[src/rtl/warp_pkg.sv]
// Shared types and constants for the warp dispatcher: FSM states and the
// queued instruction entry.
package warp_pkg;

  localparam int INST_W        = 32;
  localparam int NUM_LANES_DEF = 8;

  typedef enum logic [1:0] {
    IDLE,
    ISSUE,
    GUARD,
    WAIT
  } dispatch_state_e;

  typedef struct packed {
    logic [INST_W-1:0]        inst;
    logic [NUM_LANES_DEF-1:0] mask;
  } dispatch_entry_t;

endpackage

[src/rtl/dispatch_fifo.sv]
// Small synchronous FIFO of dispatch entries; pointers carry an extra wrap
// bit so full and empty can be told apart.
module dispatch_fifo #(
  parameter int DATA_W = 40,
  parameter int DEPTH  = 4
) (
  input  logic              clk,
  input  logic              rst,
  input  logic              push,
  input  logic [DATA_W-1:0] din,
  input  logic              pop,
  input  logic              clear,
  output logic              full,
  output logic              empty,
  output logic [DATA_W-1:0] head
);

  localparam int AW = $clog2(DEPTH);

  logic [DATA_W-1:0] mem_q [DEPTH];
  logic [AW:0]       wrPtr_q;
  logic [AW:0]       rdPtr_q;

  assign empty = (wrPtr_q == rdPtr_q);
  assign full  = (wrPtr_q[AW] != rdPtr_q[AW]) && (wrPtr_q[AW-1:0] == rdPtr_q[AW-1:0]);
  assign head  = mem_q[rdPtr_q[AW-1:0]];

  // clear wins over push and pop so a flushed cycle leaves the FIFO empty
  always_ff @(posedge clk or posedge rst) begin
    if (rst) begin
      wrPtr_q <= '0;
      rdPtr_q <= '0;
    end else if (clear) begin
      wrPtr_q <= '0;
      rdPtr_q <= '0;
    end else begin
      if (push && !full) wrPtr_q <= wrPtr_q + 1'b1;
      if (pop && !empty) rdPtr_q <= rdPtr_q + 1'b1;
    end
  end

  always_ff @(posedge clk) begin
    if (push && !full && !clear) mem_q[wrPtr_q[AW-1:0]] <= din;
  end

endmodule

[src/rtl/warp_dispatcher.sv]
// Buffers masked instructions and issues them one at a time to all lanes,
// waiting for every enabled lane to come back ready (or timing out).
module warp_dispatcher
  import warp_pkg::*;
#(
  parameter int NUM_LANES = NUM_LANES_DEF,
  parameter int DEPTH     = 4,
  parameter int TIMEOUT   = 32,
  parameter int CNT_W     = 16
) (
  input  logic                 clk,
  input  logic                 rst,
  input  logic                 in_valid,
  input  logic [INST_W-1:0]    in_inst,
  input  logic [NUM_LANES-1:0] in_mask,
  output logic                 in_ready,
  input  logic                 flush,
  output logic [INST_W-1:0]    instruction,
  output logic [NUM_LANES-1:0] lane_enable,
  output logic                 execute,
  input  logic [NUM_LANES-1:0] lane_ready,
  output logic                 busy,
  output logic                 timeout_err,
  output logic [CNT_W-1:0]     retired_count
);

  localparam int ENTRY_W = INST_W + NUM_LANES;
  localparam int WCNT_W  = $clog2(TIMEOUT + 1);

  typedef struct packed {
    logic [INST_W-1:0]    inst;
    logic [NUM_LANES-1:0] mask;
  } entry_t;

  entry_t          pushEntry;
  entry_t          headEntry;
  logic [ENTRY_W-1:0] headVec;
  logic            fifoFull;
  logic            fifoEmpty;
  logic            fifoPush;
  logic            fifoPop;

  dispatch_state_e      state_q, state_d;
  logic [WCNT_W-1:0]    waitCnt_q, waitCnt_d;
  logic [INST_W-1:0]    inst_q, inst_d;
  logic [NUM_LANES-1:0] enable_q, enable_d;
  logic                 timeout_q, timeout_d;
  logic [CNT_W-1:0]     retired_q, retired_d;

  assign pushEntry = '{inst: in_inst, mask: in_mask};
  assign headEntry = entry_t'(headVec);
  // a push that lands on a flush cycle is dropped along with the queue
  assign fifoPush  = in_valid && !fifoFull && !flush;

  dispatch_fifo #(
    .DATA_W(ENTRY_W),
    .DEPTH (DEPTH)
  ) u_fifo (
    .clk  (clk),
    .rst  (rst),
    .push (fifoPush),
    .din  (pushEntry),
    .pop  (fifoPop),
    .clear(flush),
    .full (fifoFull),
    .empty(fifoEmpty),
    .head (headVec)
  );

  always_ff @(posedge clk or posedge rst) begin
    if (rst) begin
      state_q   <= IDLE;
      waitCnt_q <= '0;
      inst_q    <= '0;
      enable_q  <= '0;
      timeout_q <= 1'b0;
      retired_q <= '0;
    end else begin
      state_q   <= state_d;
      waitCnt_q <= waitCnt_d;
      inst_q    <= inst_d;
      enable_q  <= enable_d;
      timeout_q <= timeout_d;
      retired_q <= retired_d;
    end
  end

  always_comb begin
    state_d   = state_q;
    waitCnt_d = waitCnt_q;
    inst_d    = inst_q;
    enable_d  = enable_q;
    timeout_d = timeout_q;
    retired_d = retired_q;
    fifoPop   = 1'b0;
    unique case (state_q)
      IDLE: begin
        if (!fifoEmpty && !flush) begin
          // empty-mask entries retire without ever reaching the lanes
          if (headEntry.mask == '0) begin
            fifoPop   = 1'b1;
            retired_d = retired_q + CNT_W'(1);
          end else if (&(lane_ready | ~headEntry.mask)) begin
            fifoPop  = 1'b1;
            inst_d   = headEntry.inst;
            enable_d = headEntry.mask;
            state_d  = ISSUE;
          end
        end
      end
      ISSUE: state_d = GUARD;
      GUARD: begin
        waitCnt_d = '0;
        state_d   = WAIT;
      end
      WAIT: begin
        if (&(lane_ready | ~enable_q)) begin
          retired_d = retired_q + CNT_W'(1);
          state_d   = IDLE;
        end else if (waitCnt_q == WCNT_W'(TIMEOUT - 1)) begin
          timeout_d = 1'b1;
          retired_d = retired_q + CNT_W'(1);
          state_d   = IDLE;
        end else begin
          waitCnt_d = waitCnt_q + WCNT_W'(1);
        end
      end
      default: state_d = IDLE;
    endcase
  end

  assign in_ready      = !fifoFull;
  assign instruction   = inst_q;
  assign lane_enable   = enable_q;
  assign execute       = (state_q == ISSUE);
  assign busy          = (state_q != IDLE) || !fifoEmpty;
  assign timeout_err   = timeout_q;
  assign retired_count = retired_q;

endmodule

[config.mk]
export PLATFORM = sky130hd
export DESIGN_NAME = warp_dispatcher
export DESIGN_NICKNAME = d
export VERILOG_FILES = /design/src/rtl/warp_pkg.sv /design/src/rtl/dispatch_fifo.sv /design/src/rtl/warp_dispatcher.sv
export SDC_FILE = /design/constraint.sdc
export NUM_CORES = 1
export LEC_CHECK = 0
export ABC_AREA = 1
export CORE_UTILIZATION = 27
export DETAILED_ROUTE_END_ITERATION = 10
export SLEW_MARGIN = 20
export SYNTH_ARGS = -nofsm -noshare
export SYNTH_HDL_FRONTEND = slang
export SYNTH_SLANG_ARGS = --single-unit
[constraint.sdc]
create_clock -name clk -period 4.5 [get_ports clk]
set_clock_uncertainty 0.05 [all_clocks]
set_input_delay 0.9 -clock clk [delete_from_list [all_inputs] [get_ports clk]]
set_output_delay 0.9 -clock clk [all_outputs]
set_load 0.1 [all_outputs]
# Word level (Yosys, flattened, before mapping)
# Memory sizes are Yosys's and may differ from the RTL's.
# Index checks and enable logic that the tools add are counted.
# Widths: inputs -> output; s select.
dict set report totals {
  ff_bits 71
  word_cells 82
  ramBits 160
  inputBits 52
  output_inout_bits 60
  memories 1
}
# memory words word_bits rd rd_ports_with_merged_regs write_ports line
set mem_list {}
lappend mem_list {u_fifo.mem_q 4 40 1 0 1 dispatch_fifo.sv:20} ;# logic [DATA_W-1:0] mem_q [DEPTH];
dict set report op_classes {
  eq_ne 14
  mux 24
  addsub 4
  n_reduce_logical 25
  bitwise 6
}
# operator n
set op_table {}
lappend op_table {{$mux 16} 4}
lappend op_table {{$pmux 16 s2} 1}
lappend op_table {{$add 16x1->16 const B} 1}
lappend op_table {{$not 8->8} 2}
lappend op_table {{$or 8x8->8} 2}
lappend op_table {{$reduce_and 8->1} 2}
lappend op_table {{$mux 3} 4}
lappend op_table {{$mux 6} 2}
lappend op_table {{$ne 2x2->1 const B} 6}
lappend op_table {{$pmux 6 s2} 1}
lappend op_table {{$reduce_and 11->1} 1}
lappend op_table {{$mux 2} 5}
lappend op_table {{$reduce_bool 2->1} 5}
lappend op_table {{$logic_not 8->1} 1}
lappend op_table {{$pmux 2 s4} 1}
lappend op_table {{$reduce_and 4->1} 2}
lappend op_table {{$logic_and 1x1->1} 7}
lappend op_table {{$add 3x1->3 const B} 2}
lappend op_table {{$add 6x1->6 const B} 1}
lappend op_table {{$eq 6x5->1 const B} 1}
lappend op_table {{$mux 1} 6}
lappend op_table {{$reduce_and 3->1} 2}
lappend op_table {{$eq 2x2->1 const B} 2}
lappend op_table {{$eq 3x3->1} 1}
lappend op_table {{8 further kinds} 11}

# Longest topological paths before layout
# An unclocked memory read counts as a cell.
dict set report logic_depth {
  depth_word 11
  ltp_mapped 14
  mapped_depth_nobuf 11
}

# Hierarchy
# Synthesis repeated with hierarchy kept, for this count alone.
dict set report unflattened {
  hier_cells 890
  area_unflattened_um2 9751.9
}
# mod cells_each n_inst area_per_inst_um2
set by_module_without_submodules {}
lappend by_module_without_submodules {dispatch_fifo 450 1 6372.4}
lappend by_module_without_submodules {warp_dispatcher 440 1 3379.5}

# Worst setup path after synthesis
# No wires, ideal clock.
dict set report synth_path {
  path_type {register to register}
  startpoint {reg u_fifo.rdPtr_q[1]}
  endpoint {reg u_fifo.wrPtr_q[2]}
  path_stages_with_launch 8
  setup_slack_ns 0.243
  path_buffers 1
  synth_period_minus_slack_ns 4.257
  arrival_ns 4.141
  cell_sequence {dfrtp_1 > buf_4 > xnor2_1 > nand3b_1 > nand3_1 > nor2_1 > or2_2 > and2_1}
}
dict set report synth_via {
  elab_chain_cells 7
}
# element line
set synth_rtl {}
lappend synth_rtl {{from (decl)} dispatch_fifo.sv:22} ;# logic [AW:0] rdPtr_q;
lappend synth_rtl {{from (signal assigned)} dispatch_fifo.sv:38} ;# if (pop && !empty) rdPtr_q <= rdPtr_q + 1'b1;
lappend synth_rtl {{$eq 2x2->1 *} dispatch_fifo.sv:25} ;# assign full = (wrPtr_q[AW] != rdPtr_q[AW]) && (wrPtr_q[AW-1:0] == rdPtr_q[AW-1:0]);
lappend synth_rtl {{$logic_and 1x1->1 *} dispatch_fifo.sv:25}
lappend synth_rtl {{$logic_not 1->1 *} --}
lappend synth_rtl {{via in_ready} warp_dispatcher.sv:16} ;# output logic in_ready,
lappend synth_rtl {{$logic_and 1x1->1 (2 in series)} warp_dispatcher.sv:53} ;# assign fifoPush = in_valid && !fifoFull && !flush;
lappend synth_rtl {{$logic_and 1x1->1 *} dispatch_fifo.sv:37} ;# if (push && !full) wrPtr_q <= wrPtr_q + 1'b1;
lappend synth_rtl {{$reduce_bool 2->1 (no line) *} --}
lappend synth_rtl {{to (signal assigned)} dispatch_fifo.sv:37}
lappend synth_rtl {{to (decl)} dispatch_fifo.sv:21} ;# logic [AW:0] wrPtr_q;
# The timed path passes the listed nets; every way through them passes the cells marked *.
# A chain may end at the register's enable or synchronous reset.

# Final worst setup path
dict set report layout_path {
  startpoint {reg u_fifo.rdPtr_q[0]}
  endpoint {reg inst_q[14], in the netlist instruction[14]}
}
dict set report layout_via {
  elab_chain_cells 4
  elab_cells_between_ends 9
  cone_classes {eq/ne (1); bitwise (3); reduce/logical (4); memory (1)}
}
# element line
set layout_rtl {}
lappend layout_rtl {{$mem_v2 4x40 or $eq 3x3->1 (tied branches)} --}
lappend layout_rtl {{$logic_not 8->1, or another cell as far along} warp_dispatcher.sv:100} ;# if (headEntry.mask == '0) begin
lappend layout_rtl {{$not 1->1 (no line), or another cell as far along} --}
lappend layout_rtl {{$reduce_and 11->1 (no line)} --}
lappend layout_rtl {{to (signal assigned)} warp_dispatcher.sv:81} ;# inst_q <= inst_d;
lappend layout_rtl {{to (decl)} warp_dispatcher.sv:45} ;# logic [INST_W-1:0] inst_q, inst_d;
# Parallel ways exist; a longest one is shown, timed or not.

==> impl_metrics.toml <==
[outcome]
outcome = "complete, no violations"

[clock_network]
cts_buffers = 23
cts_tree = "done"
clk_latency_ps = 540
clock_sinks = 231
cts_resized = 0
cts_buffer_depth = 3
htreeDepth = 1
path_clk_slew_ps = 60
cts_setup_buffers = 0
root_buffer = "clkbuf_16"
cts_hold_buf = 0

[power]
p_per_area_nw_per_um2 = 583.6
ir_drop_mv = 0.4314
p_leak_nw = 4.604
power_mw = 6.990

[sta]
setup-tns-final_ps = 0
slew-limit-headroom_pct = 27.23
max_freq_mhz = 301.1
fin_crit_ps = 3322
whs_ps = 440.8
finalSetupViolations = 0
finalMaxSlewViolations = 0
hold_violations = 0
worst_pin_slew_ps = 1088
post-route-period-util_pct = 73.81
rsz0062_at_grt = "no"

[detailed_routing]
drtIter0Drc = 395
post-route-drc-count = 0
wl_um = 23740
ant_nets = 0
wl_per_cell_um = 16.50
drt_pre_antenna_iters = 4
vias_per_cell = 4.605
vias = 6626

[worst_setup_path]
cp_data_required_time_ps = 4920
cp_slowest_cell = "dfrtp_2"
crit_family = "simple AND/OR/NAND/NOR gates"
worst-path-buf-inv = 1
end_kind = "register"
crit_fanout = 50
worstSetupPathType = "reg2reg"
crit_path_start_kind = "register"
worst_ep_arrival_time_ps = 3740
cp_cell_sequence = "buf_4 > nand2_1 > nand3_1 > nand2_1 > nand2_1 > nor2_2 > nand2_1 > nand2_4 > nor2_8 > nand2_1 > nand2_1"
max_stage_delay_ps = 800
critPathMostFrequentCell = "nand2_1"

[synth]
synth.avg_cell_area_um2 = 11.19
yosys_warnings = 0
synth-xor-area-share_pct = 1.910
syn_area_um2 = 9630
synth_top_family_by_area = "simple AND/OR/NAND/NOR gates"
synth-simple-area-share_pct = 15.58
synth-seq-area-share_pct = 68.34
muxShareOfSynthArea_pct = 0
synth_edf_count = 160
synthDistinctLibCells = 31
synth-async-reset-ratio_pct = 30.74
syn_nets = 924
synth-compound-area-share_pct = 8.588
syn_inst = 861
synth-seq-cells = 231
synthAdderAreaFrac_pct = 1.429
synth_top_flop_cell = "edfxtp_1"

[layout]
nNetsFinal = 1030
final_cell_area_um2 = 11980
final_layout_size_suffix_gt1_share_pct = 6.606
num_antenna_cells = 0
syn_to_final_growth_pct = 24.37

[global_routing]
grt_pass1_wl_um = 37090
antenna_found_initial = 0
grt_max_degree = 51
grt_pass1_vias = 6573
grt.overflow.total = 0
grt_usage_pct = 13.22

[floorplanning]
fp.dieArea_um2 = 36430
core_um2 = 34800
fp-row-count = 68
ios = 112
die_h_um = 190.9
die_w_um = 190.9
start_util_pct = 27.68

[placed_design]
gp_congestion = 0.8206
placed_area_um2 = 11200
io_buffer_count = 111
dp.final_hpwl_um = 14760

[min_path]
hold_class = "reg2reg"

[job]
drv_cap = 0
## Yosys cell counts, types with 2 or more instances
library cell / count / area [µm²]
nand3b_1: 8 / 60.06
edfxtp_1: 160 / 4805
ha_1: 11 / 137.6
o21ai_0: 117 / 585.6
o22ai_1: 32 / 200.2
dfrtp_1: 71 / 1777
inv_1: 43 / 161.4
xor2_1: 12 / 105.1
o21ai_1: 4 / 20.02
nand3_1: 54 / 270.3
nor2_1: 81 / 304.0
nor3_1: 9 / 45.04
xnor2_1: 9 / 78.83
nand4_1: 7 / 43.79
clkbuf_1: 26 / 97.59
nor2_2: 3 / 18.77
buf_6: 8 / 90.09
buf_2: 6 / 30.03
or2_2: 2 / 12.51
nand2_1: 187 / 701.9
## cell usage in the layout, fill, tap and decap left out, drive strengths merged
master | Yosys | routed
ha | 11 | 11
a21oi | 1 | 1
inv | 45 | 45
buf | 15 | 13
nor3 | 9 | 9
and3 | 1 | 1
nand3 | 54 | 54
a22o | 1 | 1
nand2 | 188 | 188
dfrtp | 71 | 71
clkbuf | 26 | 31
o21bai | 1 | 1
bufinv | 0 | 3
nand3b | 8 | 8
and2 | 1 | 1
nor2 | 85 | 85
clkdlybuf4s50 | 0 | 109
nand4 | 7 | 7
or2 | 2 | 2
xnor2 | 9 | 9
edfxtp | 160 | 160
o22ai | 32 | 32
o21ai | 121 | 121
clkinv | 1 | 9
xor2 | 12 | 12
## flip-flops by register name (all words and copies together) (netlist names)
register        cells
u_fifo.mem_q      160
instruction        32
retired_count      16
lane_enable         8
waitCnt_q           6
u_fifo.rdPtr_q      3
u_fifo.wrPtr_q      3
state_q             2
timeout_err         1
## metrics by stage
stage	instances	setup slack, ps	utilization (%)
after floorplan	861	243.0	-
final	1439	1178	34.42
after detailed placement	1397	1152	32.18
after global routing	1439	780.2	34.42
after global placement	1397	1236	32.18
after CTS	1439	1174	34.42
## worst reg2reg max path: stages (launching register included)
cell     delay [ps]
dfrtp_2         800
buf_4           550
nand2_1         130
nand3_1         130
nand2_1          90
nand2_1          90
nor2_2           50
nand2_1         120
nand2_4         290
nor2_8          650
nand2_1         210
nand2_1         120
## kinds of logic (layout without fill, tap and decap cells)
kind of cell,count (synthesis),after routing
buf+inv,87,210
flops,231,231
xor+xnor,21,21
compound gates,156,156
fa+ha+maj,11,11
simple gates,355,355
## path summary, 6_finish.rpt
| path | startpoint | to | slack (ps) | cells after the start |
|---|---|---|---|---|
| max | u_fifo.rdPtr_q[0] | instruction[14] | 1180 | 11 |
| max reg2reg | u_fifo.rdPtr_q[0] | instruction[14] | 1180 | 11 |
| min in group asynchronous | rst | retired_count[6] | 820 | 2 |
| min | timeout_err | timeout_err | 440 | 1 |
| max in group asynchronous | rst | lane_enable[4] | 2710 | 3 |
| min reg2reg | timeout_err | timeout_err | 440 | 1 |
## metal layers
| layer | track usage [%] | part of all wire (%) | routed length [µm] | up-vias |
|---|---|---|---|---|
| met1 | 17.19 | 45 | 10660 | 3216 |
| met2 | 22.00 | 47 | 11220 | 185 |
| met3 | 2.558 | 5.2 | 1239 | 41 |
| met5 | 0 | 0 | 0 | - |
| met4 | 4.277 | 2.6 | 621 | 0 |
| li1 | - | - | - | 3184 |
## where the power goes
part / internal (mW) / switching, mW
registers: 2.51 / 0.147
logic: 0.501 / 1.85
clock network: 1.17 / 0.820
total: 4.18 / 2.81
## cell type report
class                      instances  area (µm²)
fill                            3429       22820
sequential                       231        6584
multi-input combinational        543        2681
timing repair buffer             122        1189
clock buffer                      31       635.6
tap                              455       569.3
inverter                          46       176.4
clock inverter                    11       142.6
No activity file was read; power rests on OpenSTA's default activity.
